### config.mk
export PLATFORM = sky130hd
export DESIGN_NAME = ram_sp_param
export DESIGN_NICKNAME = d
export VERILOG_FILES = /design/src/rtl/aes_mem_pkg.sv /design/src/rtl/ram_sp_core.sv /design/src/rtl/ram_sp_param.sv
export SDC_FILE = /design/constraint.sdc
export NUM_CORES = 1
export LEC_CHECK = 0
export CAP_MARGIN = 20
export CORE_ASPECT_RATIO = 1.2
export CORE_MARGIN = 2
export CORE_UTILIZATION = 30
export CTS_CLUSTER_DIAMETER = 30
export CTS_CLUSTER_SIZE = 24
export DETAILED_ROUTE_END_ITERATION = 10
export PLACE_DENSITY = 0.59
export SLEW_MARGIN = 15
export SYNTH_ARGS = -nofsm -noshare
export SYNTH_HDL_FRONTEND = slang
export SYNTH_SLANG_ARGS = --single-unit
export TNS_END_PERCENT = 50
### constraint.sdc
create_clock -name clk -period 2.7 [get_ports clk]
set_input_delay 0.54 -clock clk [delete_from_list [all_inputs] [get_ports clk]]
set_output_delay 0.54 -clock clk [all_outputs]
set_load 0.005 [all_outputs]
### src/rtl/aes_mem_pkg.sv
// Shared definitions for the AES-side storage RAMs: FSM state encoding,
// read/write strobe encoding and default geometry.
package aes_mem_pkg;

  // Controller states of the parametrised RAM
  typedef enum logic {
    ST_IDLE  = 1'b0,
    ST_CLEAR = 1'b1
  } state_e;

  // rw encoding kept identical to the legacy 4x8 RAM
  localparam logic RW_READ  = 1'b1;
  localparam logic RW_WRITE = 1'b0;

  // Geometry of the legacy RAM, used as parameter defaults
  localparam int DEF_DATA_W = 4;
  localparam int DEF_DEPTH  = 8;

endpackage

### src/rtl/ram_sp_core.sv
// Bare single-port storage: one shared address, one write port and a
// registered read. No control logic, so it maps onto a block RAM; the
// output register's synchronous reset matches the RAM primitive's SSR.
module ram_sp_core
  import aes_mem_pkg::*;
#(
  parameter int DATA_W = DEF_DATA_W,
  parameter int DEPTH  = DEF_DEPTH,
  parameter int ADDR_W = $clog2(DEPTH)
) (
  input  logic              clk,
  input  logic              rst,
  input  logic              en,
  input  logic              we,
  input  logic [ADDR_W-1:0] addr,
  input  logic [DATA_W-1:0] wdata,
  output logic [DATA_W-1:0] rdata
);

  logic [DATA_W-1:0] mem [DEPTH];

  // Write port: the caller guarantees addr < DEPTH whenever en & we
  always_ff @(posedge clk) begin
    if (en && we) mem[addr] <= wdata;
  end

  // Registered read; holds its value on writes and idle cycles
  always_ff @(posedge clk) begin
    if (rst)             rdata <= '0;
    else if (en && !we)  rdata <= mem[addr];
  end

endmodule

### src/rtl/ram_sp_param.sv
// Parametrised single-port RAM for AES state/key storage. Wraps the bare
// storage core with a req/ready handshake, a clear sequencer (after reset
// or on clr), an address range check for non-power-of-two depths and
// one-cycle valid/err strobes.
module ram_sp_param
  import aes_mem_pkg::*;
#(
  parameter int              DATA_W      = DEF_DATA_W,
  parameter int              DEPTH       = DEF_DEPTH,
  parameter int              ADDR_W      = $clog2(DEPTH),
  parameter bit              RESET_CLEAR = 1'b1,
  parameter logic [DATA_W-1:0] CLEAR_VAL = '0
) (
  input  logic              clk,
  input  logic              rst,
  input  logic              req,
  input  logic              rw,
  input  logic [ADDR_W-1:0] addr,
  input  logic [DATA_W-1:0] data_in,
  input  logic              clr,
  output logic              ready,
  output logic              busy,
  output logic [DATA_W-1:0] data_out,
  output logic              data_valid,
  output logic              err
);

  // Geometry sanity, caught at elaboration
  if (DATA_W < 1)               $error("DATA_W must be >= 1");
  if (DEPTH < 2)                $error("DEPTH must be >= 2");
  if (ADDR_W != $clog2(DEPTH))  $error("ADDR_W is derived, do not override");

  localparam logic [ADDR_W-1:0] LAST    = ADDR_W'(DEPTH - 1);
  // One extra bit so the compare also works when DEPTH == 2**ADDR_W
  localparam logic [ADDR_W:0]   DEPTH_X = (ADDR_W + 1)'(DEPTH);

  state_e              state;
  logic [ADDR_W-1:0]   cnt;

  logic                acc;
  logic                in_range;
  logic                rd_fire;
  logic                wr_fire;
  logic                bad_fire;

  logic                mem_en;
  logic                mem_we;
  logic [ADDR_W-1:0]   mem_addr;
  logic [DATA_W-1:0]   mem_wdata;

  // Handshake is decoded straight from the state register
  assign ready    = (state == ST_IDLE) && !rst;
  assign busy     = (state == ST_CLEAR);

  assign acc      = req && ready;
  assign in_range = {1'b0, addr} < DEPTH_X;
  assign rd_fire  = acc && (rw == RW_READ)  && in_range;
  assign wr_fire  = acc && (rw == RW_WRITE) && in_range;
  assign bad_fire = acc && !in_range;

  // Port mux: the clear sweep owns the RAM while busy; reset never writes
  always_comb begin
    mem_en    = 1'b0;
    mem_we    = 1'b0;
    mem_addr  = addr;
    mem_wdata = data_in;
    if (!rst) begin
      if (busy) begin
        mem_en    = 1'b1;
        mem_we    = 1'b1;
        mem_addr  = cnt;
        mem_wdata = CLEAR_VAL;
      end else begin
        mem_en    = rd_fire || wr_fire;
        mem_we    = wr_fire;
      end
    end
  end

  ram_sp_core #(
    .DATA_W (DATA_W),
    .DEPTH  (DEPTH),
    .ADDR_W (ADDR_W)
  ) u_core (
    .clk   (clk),
    .rst   (rst),
    .en    (mem_en),
    .we    (mem_we),
    .addr  (mem_addr),
    .wdata (mem_wdata),
    .rdata (data_out)
  );

  // Controller: clear sweep of exactly DEPTH cycles, clr honoured only in IDLE
  always_ff @(posedge clk) begin
    if (rst) begin
      state <= RESET_CLEAR ? ST_CLEAR : ST_IDLE;
      cnt   <= '0;
    end else begin
      case (state)
        ST_CLEAR: begin
          if (cnt == LAST) begin
            cnt   <= '0;
            state <= ST_IDLE;
          end else begin
            cnt   <= cnt + ADDR_W'(1);
          end
        end
        ST_IDLE: begin
          // an access accepted this cycle still completes before the sweep
          if (clr) state <= ST_CLEAR;
        end
        default: state <= ST_IDLE;
      endcase
    end
  end

  // One-cycle strobes for the access accepted at the previous edge
  always_ff @(posedge clk) begin
    if (rst) begin
      data_valid <= 1'b0;
      err        <= 1'b0;
    end else begin
      data_valid <= rd_fire;
      err        <= bad_fire;
    end
  end

endmodule

==> results of run 1 <==
[through the flow]
step,instance area (sq um),hold slack [ns],util
2_1_floorplan,2100,0.560,-
3_3_place_gp,2390,0.602,0.351
3_5_place_dp,2390,0.606,0.351
4_1_cts,2490,0.617,0.365
5_1_grt,2490,0.628,0.365
6_report,2490,0.613,0.365
[layout make-up]
class	count	share of cell area
Sequential cell	41	0.459
Tap cell	87	0.0438
Inverter	2	0.00302
Clock inverter	2	0.00553
Clock buffer	6	0.0332
Multi-Input combinational cell	144	0.359
Timing Repair Buffer	26	0.0966
[kinds of logic (layout without fill, tap and decap cells)]
family,after synthesis,in the layout
and+or+nand+nor,82,82
other,1,1
buffers and inverters,14,36
muxes,8,8
DFF,41,41
adders and majority gates,2,2
AOI/OAI and AO/OA,51,51
[power by group through the flow]
| stage | registers, mW | logic (mW) | clock network, mW |
|---|---|---|---|
| detailed placement | 0.728 | 0.169 | 0 |
| finish | 0.713 | 0.169 | 0.421 |
| floorplan | 0.723 | 0.114 | 0 |
| CTS | 0.713 | 0.171 | 0.431 |
| global route | 0.716 | 0.189 | 0.460 |
| global placement | 0.728 | 0.167 | 0 |
[layer usage]
layer,vias to the layer above,track usage,wire length [um]
met5,-,0,0
met4,0,0.0537,121
met3,10,0.0206,150
met2,38,0.211,2220
met1,733,0.155,1990
li1,746,-,-
[cells in the mapped netlist, types with 5 or more instances]
cell	instances	share of area
a21oi_1	25	0.059
buf_2	5	0.012
clkbuf_1	5	0.0089
dfxtp_1	9	0.086
edfxtp_1	32	0.46
mux2i_1	7	0.033
nand2_1	25	0.045
nand2b_1	26	0.077
nor2_1	7	0.012
nor2b_1	7	0.021
o21ai_0	13	0.031
[state kept, by name, indices dropped and copies added, names as in the netlist]
| signal | count |
|---|---|
| u_core.mem | 32 |
| u_core.rdata | 4 |
| cnt | 3 |
| busy | 1 |
| data_valid | 1 |
[worst paths after layout]
check	endpoint	slack, ns
worst max-delay path	ready	0.32
worst min-delay path	u_core.rdata[3]	0.61
worst max register to register	u_core.mem[0][3]	0.61
worst min register to register	u_core.rdata[3]	0.61
[critical path, delay by kind of cell]
kind,cells,cell delay [ns]
simple gates,1,0.12
buf+inv,3,1.19
==> metrics.txt, run 1 <==
status finished clean; final std cells w/o fill between 300 and 400; worst setup path start rst; ys flop type edfxtp_1; Compound-Gate Fraction of Synth Area 0.149; area of the multi-input gates 893 sq um; Placer Congestion 0.832; post-DP HPWL 3260 um; Comb pwr share 0.129; fin. max-slew vios 0; Synth Warn # 0; Slew headroom 0.638; crit path DAT approximately 1.8 ns; RSZ-0062 raised after global routing false; DRC 0; largest family of logic cells by synthesized area simple AND/OR/NAND/NOR gates; Most common cell on crit path clkdlybuf4s50_1; hold_sp u_core.rdata[3]; vias in the first global route 1440; Avg Vias per Cell 4.96; number of fill cells around 700; die height around 96 um; mean area per synthesized cell 10.6 sq um; Seq/Total Area, Yosys 0.542; Startpoint Class input pin; Row Count 33; Inserted Clock Buffers 5; Seq. cell area ~1100 sq um; # IOs 20; grt ovf 0; Layout Nets 234; initial antenna violation count 0; clock network power share 0.323; Worst-Skew Late Latency between 0.2 and 0.3 ns; Place WS between 0.15 and 0.2 ns; post-synthesis mux area share 0.0440; Final min period around 2.4 ns; slowest cell on the critical path clkdlybuf4s50_1; Synth Register Bits 41; CTS tree yes; share of cells above drive strength 1 0.0995; sw frac 0.246; most frequent cells in the layout 32 x edfxtp_1, 26 x nand2b_1, 25 x a21oi_1, 25 x nand2_1, 18 x clkdlybuf4s50_1; diode count 0; CTS Sinks 41; Net Count, Synth around 210; worst-margin pin slew around 0.54 ns; commonest non-fill, non-tap cell in the layout edfxtp_1; Post-Synth Simple-Gate Area 0.218; final setup TNS 0 ns; Tot Pwr 1.30 mW; final setup skew about 0.0068 ns; Die X 80.5 um; Req. time, crit path between 2 and 2.5 ns; Root Buffer clkbuf_8; CP endpoint kind output port; cts-stage hold buffer count 0; Pint 0.983 mW; xor and xnor fraction of the mapped netlist area 0; Port Buffer Count 18; H-tree levels 2; area grow syn2layout 18.2%; LEAKAGE 0.910 nW; PD cells 524 nW/um^2; Worst Hold Depth 2; Avg WL per Cell 14.6 um; Worst path max stage delay 0.52 ns; R2R depth 3; Post-DRT Antenna Nets 0; Synth async-reset ratio 0; Setup Viol. Count Final 0; RR Startpoint busy; Initial Utilization 0.309; # Post-CTS Setup Buffers 0; Resized cells post-CTS 0; largest net degree at the start of global routing 28; via count 1527; CTS Buffer Depth 2; EDFF count, synth 32; Placeable Area about 6800 sq um; Max-Cap Viols 0; Initial DRT Pass Iterations 4; crit path max fanout 9; sequential power share 0.548; synthesized cell area 2100 sq um; Syn Inst Count 199; Fmax 420 MHz; gr usage total 0.124; Post-Route WL 4480 um; Placed Cells 300; Worst-path clk slew 0.08 ns; Starting DRT DRC Count 57; Hold Path Class reg -> reg; Die Area 7700 sq um; first-pass GRT wire length 7170 um; area share of fa/ha/maj cells after synthesis 0.0119; endpoints failing hold 0; crit-path cells clkdlybuf4s50_1 -> buf_4 -> nor2_1 -> clkdlybuf4s50_1; P_sw 0.320 mW; Cell variety after synth 35; post-route clock period utilization 0.882; maximum VDD drop about 0.00016 V; kind of critical path in -> out; final worst slack 0.319 ns
No activity file was read; power rests on OpenSTA's default activity.
==> run 2: changes to the inputs <==
--- a/config.mk
+++ b/config.mk
@@ -12,7 +12,7 @@
 export CTS_CLUSTER_DIAMETER = 30
 export CTS_CLUSTER_SIZE = 24
 export DETAILED_ROUTE_END_ITERATION = 10
-export PLACE_DENSITY = 0.59
+export PLACE_DENSITY = 0.61
 export SLEW_MARGIN = 15
 export SYNTH_ARGS = -nofsm -noshare
 export SYNTH_HDL_FRONTEND = slang
==> constraint.sdc (replaced) <==
create_clock -name clk -period 2.1 [get_ports clk]
set_input_delay 0.42 -clock clk [delete_from_list [all_inputs] [get_ports clk]]
set_output_delay 0.42 -clock clk [all_outputs]
set_load 0.005 [all_outputs]
==> metrics.txt, run 2 (synthesis gave the netlist of run 1 again) <==
status finished clean; Placer Congestion 0.829 (-0.31%); Placeable Area 6810 sq um (unchanged); Worst-Skew Late Latency 0.30 ns (about the same); most frequent cells in the layout 33 x buf_4, 32 x edfxtp_1, 26 x nand2b_1; Row Count 33 (unchanged); Startpoint Class input pin; Post-DRT Antenna Nets 0 (unchanged); Port Buffer Count 18 (unchanged); CTS Buffer Depth 2 (unchanged); Worst-path clk slew 0.08 ns (about the same); Finished Core Util 0.400 (+0.0349); LEAKAGE 1.06 nW (+17%); # IOs 20 (unchanged); post-DP HPWL 3510 um (+7.8%); final worst slack 0.110 ns (-0.209 ns); crit path DAT 2.01 ns (+0.17 ns); Initial DRT Pass Iterations 4 (unchanged); Inserted Clock Buffers 5 (unchanged); Layout Nets 261 (+12%); Avg Vias per Cell 4.75 (-4.1%); largest net degree at the start of global routing 25 (-11%); Die X 80.5 um (unchanged); max FFs per register 32 (unchanged); die height 95.8 um (unchanged); Initial Utilization 0.309 (unchanged); Avg WL per Cell 14.0 um (-3.7%); Biggest register u_core.mem; diode count 0 (unchanged); grt ovf 0 (unchanged); first-pass GRT wire length 7460 um (+4.0%); PD cells 653 nW/um^2 (+25%); Req. time, crit path 2.12 ns (-0.04 ns); share of cells above drive strength 1 0.198 (+0.0980); Placed Cells 327 (+9.0%); Starting DRT DRC Count 92 (+61%); vias in the first global route 1554 (+7.9%); Root Buffer clkbuf_8; Die Area 7700 sq um (unchanged); H-tree levels 2 (unchanged); endpoints failing hold 0 (unchanged); crit path max fanout 11 (+2); flop2flop setup slack 0.30 ns (-0.31 ns); CP endpoint kind flip-flop; Setup Viol. Count Final 0 (unchanged); fin. max-slew vios 0 (unchanged); final std cells w/o fill 335 (+8.8%); Fmax around 500 MHz; Final min period 1.99 ns; initial antenna violation count 0 (unchanged); kind of critical path in -> reg; Hold Path Class reg -> reg; Max-Cap Viols 0 (unchanged); commonest non-fill, non-tap cell in the layout buf_4; Post-Route WL 4690 um (+4.7%); maximum VDD drop 0.000264 V (+62%); gr usage total 0.129 (+0.00524); Place WS -0.184 ns (-0.368 ns); Top Registers u_core.mem (32), u_core.rdata (4), cnt (3); area grow syn2layout 29.5%; cts-stage hold buffer count 0 (unchanged); CTS Sinks 41 (unchanged); via count 1592 (+4.3%); RSZ-0062 raised after global routing false; CTS tree yes; post-route clock period utilization 0.948; final setup skew 0.00463 ns (-0.00220 ns); DRC 0 (unchanged)
## run 2: cell types whose count changed in the layout (fill, tap and decap cells not counted)
cell	previous run	this run
clkdlybuf4s50_1	18	17
clkbuf_8	6	5
inv_6	0	1
clkbuf_16	0	1
buf_12	0	2
buf_4	8	33
dlygate4sd2_1	0	1
clkinv_4	1	0
## run 2: final timing paths
| kind | from | cells past startpoint | end |
|---|---|---|---|
| max | rst | 7 | u_core.mem[3][0] |
| max reg2reg | busy | 7 | u_core.mem[4][1] |
| min reg2reg | u_core.rdata[2] | 2 | u_core.rdata[2] |
| min | u_core.rdata[2] | 2 | u_core.rdata[2] |
## run 2: critical path: stages
cell             delay (ns)
clkdlybuf4s50_1        0.47
buf_4                  0.15
and2b_4                0.25
o31ai_1                0.23
buf_4                  0.16
nor2b_1                0.16
buf_4                  0.16
## run 2: metal layers
layer  vias up  track usage  part of all wire
li1        801            -                 -
met4         0       0.0466             0.011
met5         -            0                 0
met2        45        0.238              0.51
met1       740        0.146              0.43
met3         6       0.0291             0.043
## run 2: final cells by class
type,count,area (sq um)
timing repair buffer,53,467
fill,673,4090
inverter,2,7.51
clock buffer,6,93.8
multi-input combinational,144,893
sequential,41,1140
clock inverter,2,13.8
tap,87,109
## run 2: stage by stage
stage	hold WS (ns)	area [sq um]	TNS, ns	power, mW
CTS	0.623	2730	0	1.80
global route	0.637	2730	0	1.84
global placement	0.599	2620	-5.70	1.20
finish	0.621	2730	0	1.78
floorplan	0.557	2100	0	1.08
detailed placement	0.610	2620	-5.04	1.20
## run 2: report_power, final
group	switching [mW]	leakage [nW]	internal (mW)
Combinational	0.127	0.639	0.138
Sequential	0.0194	0.369	0.899
Clock	0.289	0.0567	0.308
Total	0.436	1.06	1.34
## run 2: repair_timing
| item | CTS | global route |
|---|---|---|
| hold endpoints to repair | 0 | 0 |
| resized for setup | 1 | 0 |
| setup endpoints to repair | 1 | 0 |
| buffers inserted | 0 | 0 |
==> run 3: changes to the inputs <==
--- a/config.mk
+++ b/config.mk
@@ -12,6 +12,7 @@
 export CTS_CLUSTER_DIAMETER = 30
 export CTS_CLUSTER_SIZE = 24
 export DETAILED_ROUTE_END_ITERATION = 10
+export GPL_TIMING_DRIVEN = 0
 export PLACE_DENSITY = 0.61
 export SLEW_MARGIN = 15
 export SYNTH_ARGS = -nofsm -noshare
==> constraint.sdc (replaced) <==
create_clock -name clk -period 2.1 [get_ports clk]
set_input_delay 0.21 -clock clk [delete_from_list [all_inputs] [get_ports clk]]
set_output_delay 0.21 -clock clk [all_outputs]
set_load 0.005 [all_outputs]
==> metrics.txt, run 3 (synthesis gave the netlist of run 1 again) <==
Placed Cells 303 (-7.3%); Avg WL per Cell 14.8 um (+5.4%); endpoints failing hold 0 (unchanged); max FFs per register 32 (unchanged); CTS Buffer Depth 2 (unchanged); clock network power share 0.308 (-0.028); vias in the first global route 1464 (-5.8%); fin. max-slew vios 0 (unchanged); most frequent cells in the layout 32 x edfxtp_1, 26 x nand2b_1, 25 x a21oi_1, 25 x nand2_1, 17 x clkdlybuf4s50_1; maximum VDD drop 0.000231 V (-12%); Placer Congestion 0.754 (-9.0%); largest net degree at the start of global routing 13 (-48%); sequential power share 0.559 (+0.043); cts-stage hold buffer count 0 (unchanged); P_sw 0.410 mW (-6.0%); Worst-path clk slew 0.07 ns (about the same); Row Count 33 (unchanged); kind of critical path reg -> reg; RSZ-0062 raised after global routing true; Inserted Clock Buffers 5 (unchanged); Pint 1.23 mW (-8.6%); LEAKAGE 0.896 nW (-16%); worst-margin pin slew ~0.50 ns; PD cells 662 nW/um^2 (+1.4%); sw frac 0.250 (+0.00533); Post-DRT Antenna Nets 0 (unchanged); final std cells w/o fill 311 (-7.2%); number of fill cells 687 (+2.1%); gr usage total 0.129 (-0.000596); Final min period 2.02 ns (+0.0282 ns); final worst slack 0.0820 ns (-0.0282 ns); Startpoint Class flip-flop; flop2flop setup slack 0.08 ns (-0.22 ns); Die X 80.5 um (unchanged); CTS tree yes; # IOs 20 (unchanged); Initial DRT Pass Iterations 4 (unchanged); Hold Path Class in -> reg; DRC 0 (unchanged); Post-Route WL 4590 um (-2.1%); CTS Sinks 41 (unchanged); final setup skew 0.00631 ns (+0.00168 ns); Worst-Skew Late Latency 0.30 ns (about the same); post-DP HPWL 3330 um (-5.1%); Setup Viol. Count Final 0 (unchanged); die height 95.8 um (unchanged); Biggest register u_core.mem; commonest non-fill, non-tap cell in the layout edfxtp_1; Comb pwr share 0.134 (-0.015); Fmax 496 MHz (-1.4%); share of cells above drive strength 1 0.0938 (-0.104); post-route clock period utilization 0.961 (+0.0134); Die Area 7700 sq um (unchanged); Starting DRT DRC Count 61 (-34%); Root Buffer clkbuf_8; Slew headroom 0.667; Port Buffer Count 17 (-1); Placeable Area 6810 sq um (unchanged); H-tree levels 2 (unchanged); CP endpoint kind flip-flop; status finished clean; Req. time, crit path 2.05 ns (-0.07 ns); via count 1532 (-3.8%); Layout Nets 237 (-9.2%); Place WS -0.351 ns (-0.168 ns); Top Registers u_core.mem (32), u_core.rdata (4), cnt (3); Initial Utilization 0.309 (unchanged); grt ovf 0 (unchanged); crit path max fanout 10 (-1); crit path DAT 1.97 ns (-0.04 ns); Avg Vias per Cell 4.93 (+3.7%); initial antenna violation count 0 (unchanged); area grow syn2layout 17.5%; Tot Pwr 1.64 mW (-8.0%); first-pass GRT wire length 7290 um (-2.2%); Max-Cap Viols 0 (unchanged); Finished Core Util 0.363 (-0.0369); diode count 0 (unchanged)
run 3: cell types whose count changed in the layout (fill, tap and decap cells not counted):
cell           delta
buf_12            -2
buf_2             +5
buf_4            -32
buf_6             +1
clkbuf_1          +6
clkbuf_16         -1
clkbuf_2          +1
clkinv_2          -1
clkinvlp_4        +1
dlygate4sd2_1     -1
inv_6             -1
o31ai_1           -1
o31ai_2           +1
run 3: per-layer routing:
layer,vias up,global-route usage,part of all wire
met4,0,0.0480,0.019
met5,-,0,0
li1,752,-,-
met1,731,0.150,0.44
met2,40,0.223,0.48
met3,9,0.0385,0.052
run 3: worst max-delay path, cell delays in order, from the launching register on:
cell and delay [ns]:
dfxtp_1 0.37, clkbuf_2 0.25, buf_2 0.27, a21oi_1 0.10, or2_2 0.34, nor2_1 0.34
run 3: path summary, 6_finish.rpt:
| check | startpoint | cells past startpoint | to |
|---|---|---|---|
| hold / removal | clr | 3 | busy |
| setup reg to reg | cnt[0] | 5 | u_core.mem[7][1] |
| setup / recovery | cnt[0] | 5 | u_core.mem[7][1] |
| hold reg to reg | cnt[2] | 2 | cnt[2] |
run 3: through the flow:
stage | cell area (sq um) | setup TNS (ns) | hold WS, ns
after floorplan | 2100 | 0 | 0.347
after global placement | 2380 | -4.15 | 0.594
after detailed placement | 2380 | -4.10 | 0.606
after CTS | 2470 | 0 | 0.540
after global routing | 2470 | -0.160 | 0.567
final | 2470 | 0 | 0.535
run 3: power groups by stage:
stage	combinational, mW	clock, mW	sequential [mW]
5_1_grt	0.242	0.548	0.919
4_1_cts	0.221	0.516	0.916
3_5_place_dp	0.217	0	0.934
6_report	0.219	0.504	0.915
3_3_place_gp	0.215	0	0.933
2_1_floorplan	0.147	0	0.929
run 3: layout make-up:
type | count | area [sq um] | area share
buffer | 12 | 63.8 | 0.0258
clock buffer | 7 | 76.3 | 0.0309
clock inverter | 1 | 7.51 | 0.00303
inverter | 2 | 7.51 | 0.00303
multi-input combinational | 144 | 898 | 0.363
sequential | 41 | 1140 | 0.461
tap | 87 | 109 | 0.0440
timing repair buffer | 17 | 170 | 0.0688
run 3: repair_timing:
item	in CTS	in global routing
gates resized for setup	2	0
setup endpoints to repair	17	16
buffers inserted	0	0
